--- src/rtl/urv_lsu_writeback.sv ---
// urv_lsu_writeback: load/store unit and write-back stage of the uRV pipeline.
// Runs the data-memory handshake and extracts and extends load data. Detects bus errors,
// timeouts and misaligned accesses, and passes non-memory results straight to the register file.
// Optional: define URV_LSU_MISALIGN_SPLIT_EN so that a misaligned access crossing a bus-word
// boundary is carried out as two aligned transactions instead of faulting.
module urv_lsu_writeback #(
    parameter int unsigned XLEN           = 32,
    parameter int unsigned TIMEOUT_CYCLES = 255
) (
    input  logic              clk_i,
    input  logic              rst_n_i,
    input  logic              x_valid_i,
    input  logic              x_load_i,
    input  logic              x_store_i,
    input  logic [2:0]        x_fun_i,
    input  logic [XLEN-1:0]   x_dm_addr_i,
    input  logic [XLEN-1:0]   x_store_data_i,
    input  logic [4:0]        x_rd_i,
    input  logic [XLEN-1:0]   x_rd_value_i,
    input  logic              x_rd_write_i,
    output logic              dm_req_o,
    output logic              dm_we_o,
    output logic [XLEN-1:0]   dm_addr_o,
    output logic [XLEN/8-1:0] dm_be_o,
    output logic [XLEN-1:0]   dm_wdata_o,
    input  logic [XLEN-1:0]   dm_rdata_i,
    input  logic              dm_ack_i,
    input  logic              dm_err_i,
    output logic              w_stall_req_o,
    output logic [4:0]        rf_rd_o,
    output logic [XLEN-1:0]   rf_rd_value_o,
    output logic              rf_rd_write_o,
    output logic              w_fault_o,
    output logic [XLEN-1:0]   w_fault_addr_o
);
    localparam int unsigned NB = XLEN / 8;
    localparam int unsigned OW = $clog2(NB);

    typedef enum logic [2:0] {StIdle, StAccess, StAccessLo, StAccessHi, StDone} state_e;

    state_e          r_state;
    logic [XLEN-1:0] r_addr;        // original (possibly unaligned) address
    logic [XLEN-1:0] r_bus_addr;
    logic [NB-1:0]   r_be;
    logic [XLEN-1:0] r_wdata;
    logic [XLEN-1:0] r_rdata;
    logic [2:0]      r_fun;
    logic [4:0]      r_rd;
    logic            r_load;
    logic            r_we;
    logic            r_fault;
    logic [XLEN-1:0] r_fault_addr;
    logic [31:0]     r_cnt;

    logic            w_mem_op;
    logic            w_legal;
    logic            w_aligned;
    logic            w_in_access;
    logic            w_timeout;
    logic [OW-1:0]   w_off;
    logic [2:0]      w_amask;
    logic [7:0]      w_bmask8;
    logic [NB-1:0]   w_be;
    logic [XLEN-1:0] w_wdata_rep;
    logic [XLEN-1:0] w_base_addr;
    logic [XLEN-1:0] w_lane;
    logic [XLEN-1:0] w_load_val;

    // Decode the X-stage request: legality, alignment, lane enables and replicated store data.
    always_comb begin
        w_mem_op    = x_valid_i & (x_load_i | x_store_i);
        w_off       = x_dm_addr_i[OW-1:0];
        w_legal     = (x_fun_i != 3'b111) &&
                      ((XLEN == 64) || ((x_fun_i != 3'b011) && (x_fun_i != 3'b110)));
        case (x_fun_i[1:0])
            2'd0: begin
                w_amask     = 3'b000;
                w_bmask8    = 8'h01;
                w_wdata_rep = {NB{x_store_data_i[7:0]}};
            end
            2'd1: begin
                w_amask     = 3'b001;
                w_bmask8    = 8'h03;
                w_wdata_rep = {(NB/2){x_store_data_i[15:0]}};
            end
            2'd2: begin
                w_amask     = 3'b011;
                w_bmask8    = 8'h0f;
                w_wdata_rep = {(NB/4){x_store_data_i[31:0]}};
            end
            default: begin
                w_amask     = 3'b111;
                w_bmask8    = 8'hff;
                w_wdata_rep = x_store_data_i;
            end
        endcase
        w_aligned   = (x_dm_addr_i[2:0] & w_amask) == 3'b000;
        w_be        = w_bmask8[NB-1:0] << w_off;
        w_base_addr = {x_dm_addr_i[XLEN-1:OW], {OW{1'b0}}};
    end

`ifdef URV_LSU_MISALIGN_SPLIT_EN
    logic [NB-1:0]     r_be_hi;
    logic [XLEN-1:0]   r_wdata_hi;
    logic [XLEN-1:0]   r_rdata_hi;
    logic [XLEN-1:0]   w_data_sz;
    logic [2*NB-1:0]   w_be_wide;
    logic [2*XLEN-1:0] w_wdata_wide;
    logic              w_cross;

    // Misaligned stores need the data shifted into place over a two-word window, not replicated.
    always_comb begin
        case (x_fun_i[1:0])
            2'd0:    w_data_sz = XLEN'(x_store_data_i[7:0]);
            2'd1:    w_data_sz = XLEN'(x_store_data_i[15:0]);
            2'd2:    w_data_sz = XLEN'(x_store_data_i[31:0]);
            default: w_data_sz = x_store_data_i;
        endcase
        w_be_wide    = {{NB{1'b0}}, w_bmask8[NB-1:0]} << w_off;
        w_wdata_wide = {{XLEN{1'b0}}, w_data_sz} << {w_off, 3'b000};
        w_cross      = |w_be_wide[2*NB-1:NB];
    end
`endif

    // Pick the addressed lane out of the captured read data and extend it per size code.
    always_comb begin
`ifdef URV_LSU_MISALIGN_SPLIT_EN
        w_lane = XLEN'({r_rdata_hi, r_rdata} >> {r_addr[OW-1:0], 3'b000});
`else
        w_lane = r_rdata >> {r_addr[OW-1:0], 3'b000};
`endif
        case (r_fun)
            3'b000:  w_load_val = XLEN'($signed(w_lane[7:0]));
            3'b001:  w_load_val = XLEN'($signed(w_lane[15:0]));
            3'b010:  w_load_val = XLEN'($signed(w_lane[31:0]));
            3'b100:  w_load_val = XLEN'(w_lane[7:0]);
            3'b101:  w_load_val = XLEN'(w_lane[15:0]);
            3'b110:  w_load_val = XLEN'(w_lane[31:0]);
            default: w_load_val = w_lane;
        endcase
    end

    assign w_in_access = (r_state == StAccess) || (r_state == StAccessLo) ||
                         (r_state == StAccessHi);
    assign w_timeout   = (TIMEOUT_CYCLES != 0) && (r_cnt == TIMEOUT_CYCLES - 1);

    // Transaction FSM: latch the request, run the handshake(s), then spend one cycle in DONE.
    always_ff @(posedge clk_i or negedge rst_n_i) begin
        if (!rst_n_i) begin
            r_state      <= StIdle;
            r_addr       <= '0;
            r_bus_addr   <= '0;
            r_be         <= '0;
            r_wdata      <= '0;
            r_rdata      <= '0;
            r_fun        <= '0;
            r_rd         <= '0;
            r_load       <= 1'b0;
            r_we         <= 1'b0;
            r_fault      <= 1'b0;
            r_fault_addr <= '0;
            r_cnt        <= '0;
`ifdef URV_LSU_MISALIGN_SPLIT_EN
            r_be_hi      <= '0;
            r_wdata_hi   <= '0;
            r_rdata_hi   <= '0;
`endif
        end else begin
            unique case (r_state)
                StIdle: begin
                    r_cnt <= '0;
                    if (w_mem_op) begin
                        r_addr     <= x_dm_addr_i;
                        r_bus_addr <= w_base_addr;
                        r_fun      <= x_fun_i;
                        r_rd       <= x_rd_i;
                        r_load     <= x_load_i;
                        r_we       <= ~x_load_i;
                        r_be       <= w_be;
                        r_wdata    <= w_wdata_rep;
                        r_fault    <= 1'b0;
                        if (w_legal && w_aligned) begin
                            r_state <= StAccess;
`ifdef URV_LSU_MISALIGN_SPLIT_EN
                        end else if (w_legal && !w_cross) begin
                            r_be    <= w_be_wide[NB-1:0];
                            r_wdata <= w_wdata_wide[XLEN-1:0];
                            r_state <= StAccess;
                        end else if (w_legal) begin
                            r_be       <= w_be_wide[NB-1:0];
                            r_wdata    <= w_wdata_wide[XLEN-1:0];
                            r_be_hi    <= w_be_wide[2*NB-1:NB];
                            r_wdata_hi <= w_wdata_wide[2*XLEN-1:XLEN];
                            r_state    <= StAccessLo;
`endif
                        end else begin
                            r_fault      <= 1'b1;
                            r_fault_addr <= x_dm_addr_i;
                            r_state      <= StDone;
                        end
                    end
                end
                StAccess, StAccessLo, StAccessHi: begin
                    r_cnt <= r_cnt + 32'd1;
                    if (dm_err_i || w_timeout) begin
                        r_fault      <= 1'b1;
                        r_fault_addr <= r_addr;
                        r_cnt        <= '0;
                        r_state      <= StDone;
                    end else if (dm_ack_i) begin
                        r_cnt <= '0;
`ifdef URV_LSU_MISALIGN_SPLIT_EN
                        if (r_state == StAccessLo) begin
                            r_rdata    <= dm_rdata_i;
                            r_be       <= r_be_hi;
                            r_wdata    <= r_wdata_hi;
                            r_bus_addr <= r_bus_addr + XLEN'(NB);
                            r_state    <= StAccessHi;
                        end else if (r_state == StAccessHi) begin
                            r_rdata_hi <= dm_rdata_i;
                            r_state    <= StDone;
                        end else begin
                            r_rdata <= dm_rdata_i;
                            r_state <= StDone;
                        end
`else
                        r_rdata <= dm_rdata_i;
                        r_state <= StDone;
`endif
                    end
                end
                default: begin
                    r_fault <= 1'b0;
                    r_state <= StIdle;
                end
            endcase
        end
    end

    // Bus, stall and register-file outputs; IDLE forwards non-memory results unregistered.
    always_comb begin
        dm_req_o       = w_in_access;
        dm_we_o        = w_in_access & r_we;
        dm_addr_o      = r_bus_addr;
        dm_be_o        = w_in_access ? r_be : '0;
        dm_wdata_o     = r_wdata;
        w_stall_req_o  = (w_mem_op && (r_state != StDone)) || w_in_access;
        w_fault_o      = (r_state == StDone) && r_fault;
        w_fault_addr_o = r_fault_addr;
        rf_rd_o        = '0;
        rf_rd_value_o  = '0;
        rf_rd_write_o  = 1'b0;
        if (r_state == StDone) begin
            rf_rd_o       = r_rd;
            rf_rd_value_o = w_load_val;
            rf_rd_write_o = r_load & ~r_fault;
        end else if (r_state == StIdle) begin
            rf_rd_o       = x_rd_i;
            rf_rd_value_o = x_rd_value_i;
            rf_rd_write_o = x_valid_i & x_rd_write_i & ~w_mem_op;
        end
    end
endmodule

--- config.mk ---
export PLATFORM = sky130hd
export DESIGN_NAME = urv_lsu_writeback
export DESIGN_NICKNAME = d
export VERILOG_FILES = /design/src/rtl/urv_lsu_writeback.sv
export SDC_FILE = /design/constraint.sdc
export NUM_CORES = 1
export LEC_CHECK = 0
export ABC_AREA = 1
export BUFFER_PORTS_ARGS = -buffer_cell sky130_fd_sc_hd__buf_2
export CORE_UTILIZATION = 30
export CTS_CLUSTER_DIAMETER = 80
export DETAILED_ROUTE_END_ITERATION = 6
export PLACE_DENSITY_LB_ADDON = 0.25
export SLEW_MARGIN = 20
export SYNTH_ARGS = -nofsm -noshare
export SYNTH_HDL_FRONTEND = slang
export SYNTH_SLANG_ARGS = --single-unit
--- constraint.sdc ---
create_clock -name clk_i -period 2.1 [get_ports clk_i]
set_input_delay 0.42 -clock clk_i [delete_from_list [all_inputs] [get_ports clk_i]]
set_output_delay 0.42 -clock clk_i [all_outputs]
set_load 0.05 [all_outputs]
==> summary.md <==
| Metric | Value |
|---|---|
| PD cells | `between 1000 and 1500 nW/um^2` |
| Clk Latency, worst-skew pair | `0.44 ns` |
| Die ar. | `around 33000 sq um` |
| Switching share of power | `0.4919` |
| Synth area leaders | `dfrtp_1, nand2_1, o21ai_1, nand3_1, a21oi_1` |
| Peak VDD IR | `0.0006529 V` |
| Routed WL | `approximately 31000 um` |
| Initial antenna violation count | `3` |
| Simple-Gate Fraction of Synth Area | `0.2827` |
| Startpoint Class | `register` |
| Chip width | `181.6 um` |
| Dpl hpwl | `22550 um` |
| Seq/Total Area, Yosys | `0.4580` |
| DRC Markers | `0` |
| Drt initial violations | `about 700` |
| Hold Worst Slack | `approximately 0.18 ns` |
| Syn. warnings | `0` |
| Final Cycle Share | `1.159` |
| Hold crit path type | `in -> reg` |
| CP required | `around 1.7 ns` |
| Average cell area after synthesis | `around 7.3 sq um` |
| Initial Util | `0.3057` |
| Xor/xnor share of the synthesized area | `0.01630` |
| Worst path buffer plus inverter count | `3` |
| Post-synthesis register bit count | `177` |
| Vias | `9613` |
| Sink Count | `around 180` |
| Failing checks | `negative setup slack` |
| CP Data Arrival Time | `2.01 ns` |
| Grt ovf | `0` |
| Slew Limit Fails | `0` |
| Top-level port count | `around 290` |
| Leakage | `roughly 6.6 nW` |
| Max clock buf depth | `2` |
| Library cells used by synthesis | `33` |
| Synth Instances | `roughly 1.3k` |
| Routed WL per cell | `15.56 um` |
| Slowest cell on crit path | `dfrtp_1` |
| Clock Skew | `0.01859 ns` |
| Multi-input logic area | `about 4600 sq um` |
| Synth Cell Area | `9672 sq um` |
| Top cell type's share of synthesized area | `0.4580` |
| Final Hold Fails | `0` |
| Post-route ant nets | `0` |
| Seq. cell area | `around 4400 sq um` |
| Psw | `0.008717 W` |
| Crit end category | `output pin` |
| Mux share of post-synthesis cell area | `0` |
| Internal power | `about 0.0090 W` |
| Delay-heaviest family, CP | `simple AND/OR/NAND/NOR gates` |
| RSZ-0062 raised after global routing | `true` |
| Global-route wire length before repair | `around 50000 um` |
| Seq pwr share | `0.304` |
| DR vias/cell | `~4.8` |
| Post-route setup TNS | `-8.611 ns` |
| TritonCTS clock tree | `done` |
| Largest net degree at the start of global routing | `58` |
| Largest fanout on the critical path | `8` |
| Crit Path Category | `reg -> out` |
| Post-synthesis compound-gate area fraction | `0.1462` |
| Placer's final routability congestion estimate | `slightly below 0.9` |
| Post-Synth Adder-Cell Area | `0.002587` |
| Status | `finished, violations left` |
| # fillers | `between 3k and 4k` |
| Clock share of power | `0.189` |
| Cell mode on critical path | `buf_4` |
| Worst-path clk slew | `~0.080 ns` |
| CTS buffer count | `17` |
| # rows | `65` |
| # Max-Cap Violations | `0` |
| Fmax | `just over 400 MHz` |
| Buffers on Ports | `283` |
| Post-synth top area cell | `dfrtp_1` |
| Htree depth | `4` |
| Root Buffer | `clkbuf_16` |
| Combinational power share | `0.507` |
| # setup viols final | `33` |
| Vias in the first global route | `about 9k` |
| Share of layout cells above drive strength 1 | `0.2893` |
| Post-layout minimum cycle time | `2.434 ns` |
| Total track usage | `0.1905` |
| Crit-path cells | `buf_4 -> nor2_4 -> nor2_1 -> a21oi_2 -> nand4_1 -> buf_4 -> nand3_1 -> nand2_1 -> nand2_2 -> buf_6` |
| CP max stage delay | `between 0.4 and 0.5 ns` |
| 1st-pass router iterations | `7` |
| Worst rel slew slack | `0.6648` |
| P&R area growth vs syn | `35.60%` |
| Main combinational cell family by area after synthesis | `simple AND/OR/NAND/NOR gates` |
| DIE HEIGHT | `181.6 um` |
| Worst setup margin | `-0.3340 ns` |
| Final net count | `approximately 1.7k` |
| Least-Margin Pin Slew | `between 0.5 and 0.6 ns` |
| Core area | `around 32000 sq um` |
repair_timing:
action	4_1_cts	5_1_grt
hold endpoints to repair	35	0
cloned	1	6
buffers inserted	7	11
gates resized for setup	98	79
setup endpoints to repair	40	48
pin swaps	2	13
hold buffers	1	0
registers in the layout, summed over array words and instances, names as in the netlist:
| name | flops |
|---|---|
| r_cnt | 32 |
| dm_wdata_o | 32 |
| r_rd | 5 |
| r_state | 2 |
| w_fault_addr_o | 32 |
| r_fault | 1 |
| r_fun | 3 |
| r_be | 4 |
| r_load | 1 |
| r_addr | 32 |
| r_we | 1 |
| r_rdata | 32 |
worst reg2reg max path, cell delays in order, from the launching register on:
cell	delay, ns
dfrtp_1	0.39
buf_6	0.13
nor2_4	0.14
inv_2	0.13
nor2_2	0.13
inv_2	0.05
nor2_4	0.32
nand2_1	0.19
buf_12	0.20
o21ai_1	0.15
power groups by stage:
| stage | combinational [W] | clock, W | sequential (W) |
|---|---|---|---|
| 2_1_floorplan | 0.00429 | 0 | 0.00699 |
| 3_3_place_gp | 0.00787 | 0 | 0.00538 |
| 6_report | 0.00898 | 0.00334 | 0.00539 |
| 5_1_grt | 0.00960 | 0.00360 | 0.00555 |
| 3_5_place_dp | 0.00793 | 0 | 0.00540 |
| 4_1_cts | 0.00845 | 0.00344 | 0.00535 |
metal layers:
| metal | global-route usage | vias to the layer above | part of all wire |
|---|---|---|---|
| met5 | 0 | - | 0.00035 |
| met4 | 0.06000 | 2 | 0.018 |
| met3 | 0.03911 | 37 | 0.052 |
| met2 | 0.3123 | 289 | 0.48 |
| met1 | 0.2511 | 4492 | 0.44 |
| li1 | - | 4793 | - |
placed cells by master, fill, tap and decap left out, types with 12 or more instances in the layout:
| cell | instances |
|---|---|
| nand2_1 | 460 |
| buf_6 | 33 |
| inv_1 | 75 |
| o21a_1 | 26 |
| o21ai_0 | 37 |
| buf_2 | 236 |
| nand3_1 | 82 |
| buf_8 | 12 |
| nor2_1 | 72 |
| clkbuf_16 | 22 |
| o21ai_1 | 112 |
| dfrtp_1 | 175 |
| buf_12 | 21 |
| a21oi_1 | 58 |
| buf_4 | 48 |
| nand2_2 | 27 |
layout make-up:
cell class                 instances  area share
antenna                            4   0.0007632
tap                              402     0.03835
sequential                       177      0.3379
clock buffer                      17     0.03244
inverter                          87     0.02566
clock inverter                    15     0.01364
timing repair buffer             356      0.2020
multi-input combinational        962      0.3493
cells by family (layout without fill, tap and decap cells):
kind of cell | after synthesis | after routing
adder cells (fa/ha/maj) | 2 | 2
other | 1 | 6
buffers and inverters | 194 | 475
AO/OA/AOI/OAI | 261 | 261
flip-flops | 177 | 177
AND/OR/NAND/NOR | 679 | 679
XOR/XNOR | 18 | 18
final timing paths:
path                                     from                 to  slack, ns  cells after the start
hold reg to reg                   r_rdata[31]        r_rdata[31]       0.48                      2
max in group asynchronous             rst_n_i          r_addr[1]       1.00                      3
min in group asynchronous             rst_n_i         r_addr[15]       0.46                      2
setup reg to reg                   r_state[2]          r_cnt[16]       0.20                      9
hold / removal             x_store_data_i[19]     dm_wdata_o[19]       0.18                      3
setup / recovery                    r_addr[0]  rf_rd_value_o[26]      -0.33                     10
synthesized netlist by cell type, drive strengths merged:
| cell | n |
|---|---|
| ha | 2 |
| o211ai | 1 |
| o21bai | 1 |
| nand3b | 2 |
| nor2 | 87 |
| a31oi | 1 |
| or2 | 1 |
| clkbuf | 35 |
| a21oi | 65 |
| inv | 87 |
| conb | 1 |
| nand3 | 87 |
| a22o | 1 |
| nand2 | 489 |
| nor3 | 4 |
| xor2 | 9 |
| a211o | 7 |
| xnor2 | 9 |
| o21ai | 158 |
| dfrtp | 177 |
| o21a | 26 |
| nand4 | 9 |
| buf | 72 |
| o31ai | 1 |
per-stage QoR:
step	worst slack (ns)	power (W)	utilization	area [sq um]	std cells
2_1_floorplan	-0.1737	0.01127	-	9711	1333
4_1_cts	-0.3211	0.01724	0.3994	12630	2001
5_1_grt	-0.4599	0.01874	0.4144	13110	2018
3_5_place_dp	-0.07456	0.01333	0.3682	11650	1960
3_3_place_gp	0.03200	0.01324	0.3682	11650	1960
6_report	-0.3340	0.01772	0.4146	13120	2020
(Power assumes the default switching activity.)
